==> config.mk <==
export PLATFORM = sky130hd
export DESIGN_NAME = data_mem_arbiter
export DESIGN_NICKNAME = d
export VERILOG_FILES = /design/src/rtl/data_mem_arbiter.sv
export SDC_FILE = /design/constraint.sdc
export NUM_CORES = 1
export LEC_CHECK = 0
export CORE_AREA = 5 5 210 212
export CTS_CLUSTER_SIZE = 20
export DETAILED_ROUTE_END_ITERATION = 10
export DIE_AREA = 0 0 215 217
export GPL_ROUTABILITY_DRIVEN = 0
export PLACE_DENSITY_LB_ADDON = 0.15
export SLEW_MARGIN = 30
export SYNTH_ARGS = -nofsm -noshare
export SYNTH_HDL_FRONTEND = slang
export SYNTH_SLANG_ARGS = --single-unit
==> constraint.sdc <==
create_clock -name clk -period 2.2 [get_ports clk]
set_input_delay 0.55 -clock clk [delete_from_list [all_inputs] [get_ports clk]]
set_output_delay 0.55 -clock clk [all_outputs]
set_load 0.02 [all_outputs]
==> src/rtl/data_mem_arbiter.sv <==
// data_mem_arbiter: round-robin arbiter sharing one single-port data memory between pipeline (P) and loader (L) ports
module data_mem_arbiter #(
  parameter longint unsigned ADDR_LIMIT = 64'd4095,
  parameter int DATA_W = 64
) (
  input  logic              clk,
  input  logic              reset,
  input  logic              p_req,
  input  logic              p_we,
  input  logic [63:0]       p_addr,
  input  logic [DATA_W-1:0] p_wdata,
  output logic              p_gnt,
  output logic              p_done,
  output logic              p_err,
  output logic [DATA_W-1:0] p_rdata,
  input  logic              l_req,
  input  logic              l_we,
  input  logic [63:0]       l_addr,
  input  logic [DATA_W-1:0] l_wdata,
  output logic              l_gnt,
  output logic              l_done,
  output logic              l_err,
  output logic [DATA_W-1:0] l_rdata,
  output logic              mem_en,
  output logic              mem_we,
  output logic [11:0]       mem_addr,
  output logic [DATA_W-1:0] mem_wdata,
  input  logic [DATA_W-1:0] mem_rdata,
  output logic              busy,
  output logic [15:0]       err_count
);
  typedef enum logic [1:0] {IDLE, ACCESS, RESP} state_t;
  state_t state, state_nx;
  logic rr, win, we_q, err_q, pick_l, acc, rsp;
  logic [11:0] addr_q;
  logic [63:0] sel_addr;
  logic [DATA_W-1:0] wdata_q, p_rdata_q, l_rdata_q, resp_data;
  assign pick_l = l_req & (~p_req | rr);
  assign sel_addr = pick_l ? l_addr : p_addr;
  always_ff @(posedge clk)
    if (reset) state <= IDLE;
    else state <= state_nx;
  always_comb begin
    state_nx = state == IDLE ? ((p_req | l_req) ? ACCESS : IDLE) : state == ACCESS ? RESP : IDLE;
    acc = state == ACCESS;
    rsp = state == RESP;
    busy = state != IDLE;
    p_gnt = acc & ~win;
    l_gnt = acc & win;
    mem_en = acc & ~err_q;
    mem_we = mem_en & we_q;
    mem_addr = mem_en ? addr_q : '0;
    mem_wdata = mem_en ? wdata_q : '0;
    resp_data = (~we_q & ~err_q) ? mem_rdata : '0;
    p_done = rsp & ~win;
    l_done = rsp & win;
    p_err = p_done & err_q;
    l_err = l_done & err_q;
    p_rdata = p_done ? resp_data : p_rdata_q;
    l_rdata = l_done ? resp_data : l_rdata_q;
  end
  // Read data is forwarded combinationally in the done cycle and captured for holding afterwards
  always_ff @(posedge clk)
    if (reset) begin
      rr <= 1'b0;
      win <= 1'b0;
      we_q <= 1'b0;
      err_q <= 1'b0;
      addr_q <= '0;
      wdata_q <= '0;
      p_rdata_q <= '0;
      l_rdata_q <= '0;
      err_count <= '0;
    end else begin
      if (state == IDLE && (p_req | l_req)) begin
        win <= pick_l;
        we_q <= pick_l ? l_we : p_we;
        err_q <= sel_addr > ADDR_LIMIT;
        addr_q <= sel_addr[11:0];
        wdata_q <= pick_l ? l_wdata : p_wdata;
      end
      if (rsp) begin
        rr <= ~win;
        if (win) l_rdata_q <= resp_data;
        else p_rdata_q <= resp_data;
        if (err_q && err_count != 16'hFFFF) err_count <= err_count + 16'd1;
      end
    end
endmodule

==> results_dict.tcl, run 1 <==
set metrics [dict create \
    run_status "finished with violations" \
    violations "setup timing" \
    period_needed_ns 2.51 \
    cts_tree "yes" \
    worstHoldStart "reset" \
    ant_nets 0 \
    final-instance-count-excl-fill 2379 \
    grt_max_degree 75 \
    vias_per_cell 4.42 \
    holdPathEnd "l_rdata_q[1]" \
    die_h_um 217 \
    powerDensity_nw_per_um2 604 \
    cts_root_buffer "clkbuf_16" \
    final_nets 2147 \
    r2r_slack_ns 0.32 \
    relSlewSlack_pct 69.5 \
    grt_pass1_vias 10700 \
    portBuffers 554 \
    finalCritPeriodShare_pct 114 \
    synth.distinct_cells 39 \
    drc 0 \
    finalSetupViolCount 211 \
    die_w_um 215 \
    n_antenna_cell 0 \
    ios 555 \
    drv_cap 0 \
    cts_sinks 226 \
    tightest_slew_ns 0.453 \
    drt_iter0_drc 479 \
    syn_nets 1535 \
    clock.fmax_ghz 0.398 \
    num_rows 75 \
    setup_slack_ns -0.314 \
    grt_overflow 0 \
    clockBufferDepth 3 \
    core_area_um2 41800 \
    hold_path_depth 2 \
    grt_use_total_pct 17.1 \
    hold_viol_final 0 \
    reg2reg_depth 6 \
    htreeDepth 1 \
    wire_per_inst_um 18.6 \
    yosys.area.top_type "dfxtp_1" \
    timing.rr.start "err_count[0]" \
    start_util_pct 24.1 \
    crit_arrival_ns 1.96 \
    cts_hold_repair.buffers 0 \
    synth.yosys.seq_area_share_pct 45.0 \
    ys_top_cells_by_area "dfxtp_1, nor2b_1, mux2i_1" \
    dr.pass1.iters 4 \
    grt_antenna_before_repair 1 \
    syn-mean-instance-area_um2 8.31 \
    dieArea_um2 46700 \
    cp_max_fo 6 \
    dpl.cell_count 2306 \
    yosysWarnings 0 \
    cellLeakagePower_nw 7.96 \
    drive_gt1_share_pct 28.8 \
    ys.flop_type "dfxtp_1" \
    grt_pass1_wl_um 63500 \
    clk_latency_ns 0.55 \
    synthCells 1208 \
    async_flop_share_pct 0 \
    synth_edf_count 0 \
    syn_area_um2 10000 \
    cts.clk_slew.worst_paths_ns 0.06 \
    synth_top_area_share_pct 45.0 \
    hp-class "input port to flip-flop" \
    ys_seq_elements 226 \
    vdd_drop_max_v 0.000530 \
    synthToLayoutAreaGrowth_pct 86.7 \
    worstReg2RegEnd "err_count[14]" \
    critPathKind "flip-flop to output port" \
    slew_violations 0 \
    endpoint_kind "output port" \
    cts-buffers-inserted 27 \
    num_vias 10500 \
    start_kind "flip-flop" \
    power_mw 11.3 \
    synth_commonest_cells "dfxtp_1, nand2_1, nor2b_1" \
    drt_wl_total_um 44300 \
    worstPathRequired_ns 1.65 \
    worst_clock_skew_ns 0.0167 \
    place_hpwl_um 32300 \
    yosysMostFrequentCell "dfxtp_1" \
    rsz0062_at_grt "true" \
]
## where the power goes
| group | internal [mW] | switching (mW) |
|---|---|---|
| registers | 4.30 | 0.0908 |
| clock network | 2.59 | 1.77 |
| logic | 1.39 | 1.18 |
## layout by cell type (no fill, tap or decap), drive strengths merged, types with 9 or more instances in the layout
cell	count
nor4	27
mux2i	78
nor2	107
dfxtp	226
clkbuf	54
nand2	201
a211oi	78
nor2b	128
buf	315
nand4	9
and2	77
o21ai	129
clkdlybuf4s50	340
## critical path, stage by stage (launching register included)
cell and delay (ns):
dfxtp_2 0.33, nor2_4 0.19, buf_12 0.15, clkbuf_16 0.15, buf_4 0.12, nand2_1 0.07
buf_4 0.14, o21ai_4 0.13, buf_6 0.14
## how the worst max path moves through the flow
stage / from / endpoint / slack (ns)
6_report: we_q / l_rdata[5] / -0.31
5_1_grt: we_q / l_rdata[3] / -0.42
4_1_cts: err_q / p_rdata[25] / -0.42
3_5_place_dp: mem_rdata[35] / l_rdata[35] / -0.37
3_3_place_gp: mem_rdata[35] / l_rdata[35] / -0.37
2_1_floorplan: state[0] / l_rdata[55] / 0.19
## registers in the layout, indices dropped and copies added (netlist names)
register and count:
we_q 1, wdata_q 64, l_rdata_q 64, state 2, err_q 1, p_rdata_q 64
addr_q 12, rr 1, err_count 16, win 1
## layer usage
layer  up-vias  part of all wire [%]  global-route usage [%]
li1       5339                     -                       -
met1      4811                    42                    21.3
met2       323                    48                    28.8
met3        42                   8.0                    6.30
met4         2                   1.6                    2.84
met5         -                 0.025                       0
## stage by stage
stage	setup TNS (ns)	hold slack, ns	util [%]	setup slack (ns)	cell area (µm²)
floorplan	0	0.465	-	0.190	10000
global placement	-35.71	0.482	40.4	-0.367	16900
detailed placement	-35.94	0.487	40.4	-0.370	16900
CTS	-65.46	0.270	42.9	-0.421	17900
global route	-61.38	0.282	44.9	-0.416	18800
finish	-38.82	0.304	44.9	-0.314	18800
## area by class of cell
cell class,count,area [µm²]
fillers,4175,23000
repair buffers,676,6930
multi-input cells,884,5740
flip-flops and latches,226,4530
clock buffers,43,796
well taps,539,674
clock inverters,6,70.1
inverters,5,22.5
## timing repair
action                     CTS  global route
gates resized for setup    721           589
setup buffers                3             8
cloned                       4             9
pin swaps                    8            10
setup endpoints to repair  220           223
## cell families after synthesis
group,synth area share (%)
compound gates,13.0
mux,7.77
simple gates,28.6
xor+xnor,0.872
flops,45.0
fa+ha+maj,0.125
buf+inv,4.58
Note: power is estimated with default switching activity, not from simulation.
==> run 2, diff against run 1 <==
--- a/config.mk
+++ b/config.mk
@@ -6,11 +6,11 @@
 export NUM_CORES = 1
 export LEC_CHECK = 0
 export CORE_AREA = 5 5 210 212
-export CTS_CLUSTER_SIZE = 20
 export DETAILED_ROUTE_END_ITERATION = 10
 export DIE_AREA = 0 0 215 217
 export GPL_ROUTABILITY_DRIVEN = 0
 export PLACE_DENSITY_LB_ADDON = 0.15
+export SKIP_LAST_GASP = 1
 export SLEW_MARGIN = 30
 export SYNTH_ARGS = -nofsm -noshare
 export SYNTH_HDL_FRONTEND = slang
==> constraint.sdc (replaced) <==
create_clock -name clk -period 2.7 [get_ports clk]
set_input_delay 0.675 -clock clk [delete_from_list [all_inputs] [get_ports clk]]
set_output_delay 0.675 -clock clk [all_outputs]
set_load 0.02 [all_outputs]
==> run 2 against run 1 <==
  * The run now ends clean
  * Routed wire length decreased by 2.7%
  * Worst setup slack better by 0.36 ns
  * Hold slack better by 0.18 ns
  * Sequential power shrank 18%
  * Utilization down 3.3 points
  * Non-clock buffer count is 45 lower
  * Critical path type unchanged
==> results_dict.tcl, run 2 (synthesized netlist as in run 1, its figures left out) <==
set metrics [dict create \
    grt_max_degree 76 \
    slew_violations 0 \
    portBuffers 554 \
    period_needed_ns 2.66 \
    ios 555 \
    run_status "completed" \
    dieArea_um2 46700 \
    crit_arrival_ns 1.98 \
    wire_per_inst_um 18.5 \
    top_regs "l_rdata_q x64, p_rdata_q x64, wdata_q x64" \
    grt_use_total_pct 17.4 \
    drive_gt1_share_pct 20.6 \
    holdPathEnd "l_rdata_q[30]" \
    drc 0 \
    synthToLayoutAreaGrowth_pct 73.0 \
    num_vias 10300 \
    cts.clk_slew.worst_paths_ns 0.06 \
    final_nets 2103 \
    hold_path_depth 2 \
    drt_wl_total_um 43100 \
    core_area_um2 41800 \
    drt_iter0_drc 369 \
    hp-class "input port to flip-flop" \
    clockBufferDepth 3 \
    grt_antenna_before_repair 1 \
    die_w_um 215 \
    finalSetupViolCount 0 \
    relSlewSlack_pct 67.1 \
    cts_root_buffer "clkbuf_16" \
    tightest_slew_ns 0.489 \
    cts-buffers-inserted 28 \
    final_common_cell "clkdlybuf4s50_1" \
    finalCritPeriodShare_pct 98.4 \
    num_rows 75 \
    start_util_pct 24.1 \
    grt_pass1_wl_um 64200 \
    reg2reg_depth 6 \
    place_hpwl_um 31700 \
    endpoint_kind "output port" \
    cp_max_fo 15 \
    dpl-instance-area_um2 16500 \
    worstHoldStart "reset" \
    vias_per_cell 4.41 \
    worstReg2RegEnd "err_count[12]" \
    rsz0062_at_grt "true" \
    cellLeakagePower_nw 7.42 \
    vdd_drop_max_v 0.000385 \
    clk_latency_ns 0.55 \
    setup_slack_ns 0.0432 \
    critPathKind "flip-flop to output port" \
    drv_cap 0 \
    powerDensity_nw_per_um2 531 \
    r2r_slack_ns 0.82 \
    clock.fmax_ghz 0.376 \
    cts_tree "yes" \
    dr.pass1.iters 4 \
    ant_nets 0 \
    hold_viol_final 0 \
    place_ws_ns -0.170 \
    start_kind "flip-flop" \
    worst_clock_skew_ns 0.0167 \
    grt_overflow 0 \
    grt_pass1_vias 10400 \
    timing.rr.start "err_count[0]" \
    worstPathRequired_ns 2.03 \
    cts_sinks 226 \
    die_h_um 217 \
    design_area_um2 17400 \
    layout_common_cells "clkdlybuf4s50_1, dfxtp_1, nand2_1" \
    htreeDepth 1 \
]
-- run 2: worst max-delay path: stages, from the launching register on --
cell and delay (ns):
dfxtp_2 0.34, nand2b_1 0.19, nor2_4 0.19, buf_12 0.14, buf_6 0.15, and2_1 0.13
clkdlybuf4s15_2 0.30
-- run 2: power by group --
part           total, mW  switching, mW  internal (mW)
clock network       3.80           1.47           2.34
logic               1.85          0.873          0.977
registers           3.58         0.0717           3.51
total               9.23           2.41           6.82
-- run 2: cell type report --
cell class | instances | area (µm²)
fillers | 4312 | 24400
repair buffers | 631 | 5980
multi-input cells | 884 | 5230
flip-flops and latches | 226 | 4530
clock buffers | 43 | 848
well taps | 539 | 674
clock inverters | 8 | 92.6
inverters | 5 | 18.8
diodes | 1 | 2.50
-- run 2: routing by layer --
layer	share of wire (%)	global-route usage, %
met5	0.026	0
met3	9.4	6.68
met2	47	28.9
met1	42	21.4
met4	2.1	4.20
-- run 2: how the worst max path moves through the flow --
stage | end | from | cells after the start | slack (ns)
final | mem_wdata[19] | state[1] | 6 | 0.04
after global routing | mem_wdata[27] | state[1] | 6 | -0.07
after CTS | l_rdata[35] | state[0] | 5 | -0.13
after detailed placement | l_rdata[53] | mem_rdata[53] | 4 | -0.17
after global placement | l_rdata[53] | mem_rdata[53] | 4 | -0.14
after floorplan | l_rdata[55] | state[0] | 5 | 0.57
-- run 2: timing repair --
item	CTS	global route
cloned	8	2
endpoints found under the setup margin	199	167
pin swaps	1	3
gates resized for setup	746	171
setup buffers	5	4
hold buffers	0	0
-- run 2: through the flow --
stage / TNS, ns / total power, mW / hold slack (ns) / cells / util (%)
final: 0 / 9.23 / 0.489 / 2337 / 41.6
after global routing: -1.85 / 9.69 / 0.473 / 2336 / 41.6
after CTS: -4.28 / 9.37 / 0.452 / 2330 / 42.0
after detailed placement: -3.55 / 5.40 / 0.487 / 2266 / 39.5
after global placement: -2.87 / 5.39 / 0.482 / 2266 / 39.5
after floorplan: 0 / 4.42 / 0.465 / 1208 / -
==> run 3, diff against run 2 <==
--- a/config.mk
+++ b/config.mk
@@ -9,7 +9,7 @@
 export DETAILED_ROUTE_END_ITERATION = 10
 export DIE_AREA = 0 0 215 217
 export GPL_ROUTABILITY_DRIVEN = 0
-export PLACE_DENSITY_LB_ADDON = 0.15
+export MAX_ROUTING_LAYER = met4
 export SKIP_LAST_GASP = 1
 export SLEW_MARGIN = 30
 export SYNTH_ARGS = -nofsm -noshare
==> run 3 against run 2 <==
  * Via count is 3.4% higher
  * Utilization up 1.0 points
  * First-iteration DRC count increased by 42%
  * Cell area grew 2.5%
  * Maximum frequency is 0.20% lower
  * Non-clock buffer count increased by 5
==> results_dict.tcl, run 3 (synthesized netlist as in run 1, its figures left out) <==
set metrics [dict create \
    run_status "completed" \
    relSlewSlack_pct 59.8 \
    drt_iter0_drc 524 \
    place_ws_ns -0.173 \
    pwr-share-seq_pct 39.8 \
    cts_sinks 226 \
    grt_pass1_wl_um 62900 \
    place_hpwl_um 30900 \
    num-fill-cells 4148 \
    rsz0062_at_grt "true" \
    powerDensity_nw_per_um2 505 \
    hp-class "input port to flip-flop" \
    holdWs_ns 0.453 \
    layout_common_cells "clkdlybuf4s50_1, dfxtp_1, nand2_1" \
    grt_overflow 0 \
    num_vias 10700 \
    cp_max_fo 13 \
    worstPathRequired_ns 2.03 \
    endpoint_kind "output port" \
    ant_nets 0 \
    num_rows 75 \
    tightest_slew_ns 0.597 \
    grt_pass1_vias 10700 \
    p_sw_share_pct 27.3 \
    vdd_drop_max_v 0.000338 \
    cts_tree "yes" \
    cts_root_buffer "clkbuf_16" \
    period_needed_ns 2.66 \
    setup_slack_ns 0.0378 \
    power.switching_mw 2.45 \
    final_nets 2108 \
    critPathKind "flip-flop to output port" \
    die_h_um 217 \
    dieArea_um2 46700 \
    ios 555 \
    portBuffers 554 \
    clockBufferDepth 3 \
    core_area_um2 41800 \
    cts.clk_slew.worst_paths_ns 0.06 \
    reg2reg_depth 6 \
    finalCritPeriodShare_pct 98.6 \
    drc 0 \
    htreeDepth 1 \
    cts_hold_repair.buffers 0 \
    top_regs "l_rdata_q x64, p_rdata_q x64, wdata_q x64" \
    crit_arrival_ns 1.99 \
    hold_viol_final 0 \
    clk_latency_ns 0.56 \
    drt_wl_total_um 43900 \
    vias_per_cell 4.55 \
    clock.fmax_ghz 0.376 \
    final_common_cell "clkdlybuf4s50_1" \
    cellLeakagePower_nw 7.58 \
    worst_clock_skew_ns 0.0180 \
    drv_cap 0 \
    grt_use_total_pct 17.5 \
    grt_antenna_before_repair 4 \
    finalSetupViolCount 0 \
    comb_power_share_pct 21.5 \
    die_w_um 215 \
    synthToLayoutAreaGrowth_pct 77.3 \
    fin_tns_setup_ns 0 \
    dr.pass1.iters 4 \
    wire_per_inst_um 18.7 \
    cts-buffers-inserted 27 \
    grt_max_degree 74 \
    start_util_pct 24.1 \
    clkPwrFrac_pct 38.7 \
    drive_gt1_share_pct 23.7 \
    start_kind "flip-flop" \
    slew_violations 0 \
    internal-power_mw 6.53 \
    power_mw 8.99 \
    hold_path_depth 2 \
]
==> run 3: cell types whose count changed in the layout (fill, tap and decap cells not counted), moves of 9 or more <==
cell	change
nand2_1	-12
buf_2	-56
clkbuf_2	+28
clkdlybuf4s15_2	-37
o21ai_1	-57
clkdlybuf4s15_1	+15
buf_6	+16
buf_4	+34
nand2_2	+9
o21ai_4	+16
o21ai_2	+41
==> run 3: worst paths after layout <==
kind,from,endpoint,slack [ns]
hold reg to reg,wdata_q[57],wdata_q[57],0.49
hold / removal,reset,l_rdata_q[51],0.45
setup / recovery,state[0],l_rdata[1],0.04
setup reg to reg,err_count[0],err_count[14],0.80
==> run 3: worst max-delay path, cell delays in order (launching register included) <==
cell and delay (ns):
dfxtp_2 0.31, and2b_4 0.29, nand2_8 0.11, buf_12 0.15, buf_12 0.14, o21ai_1 0.12, buf_4 0.14, clkbuf_4 0.17
==> run 3: cell type report <==
| class | instances | area (µm²) | share of cell area, % |
|---|---|---|---|
| Antenna cell | 4 | 10.0 | 0.0562 |
| Sequential cell | 226 | 4530 | 25.5 |
| Multi-Input combinational cell | 885 | 5620 | 31.6 |
| Tap cell | 539 | 674 | 3.79 |
| Timing Repair Buffer | 636 | 6110 | 34.3 |
| Clock buffer | 41 | 758 | 4.26 |
| Clock inverter | 7 | 77.6 | 0.436 |
| Inverter | 5 | 22.5 | 0.126 |
==> run 3: per-stage QoR <==
step | area (µm²) | util (%) | std cells
detailed placement | 16500 | 39.5 | 2263
CTS | 17200 | 41.2 | 2330
floorplan | 10000 | - | 1208
finish | 17800 | 42.7 | 2343
global placement | 16500 | 39.5 | 2263
global route | 17800 | 42.7 | 2343
==> run 3: power groups by stage <==
stage	registers, mW	clock network [mW]	logic (mW)
floorplan	3.63	0	0.785
global placement	3.64	0	1.74
detailed placement	3.65	0	1.75
CTS	3.58	3.60	1.81
global route	3.60	3.74	2.09
finish	3.58	3.48	1.93
==> run 3: metal layers <==
layer	vias to the layer above	routed length, µm	GRT usage, %
met4	0	992	4.20
met2	378	21700	30.0
met1	4957	17500	19.9
met3	58	3670	5.99
met5	-	0	-
li1	5262	-	-
==> run 3: timing repair <==
action	4_1_cts	5_1_grt
buffers inserted	14	1
endpoints found under the setup margin	210	192
gates cloned	5	9
endpoints found under the hold margin	0	0
gates resized for setup	838	299
pin swaps	5	12
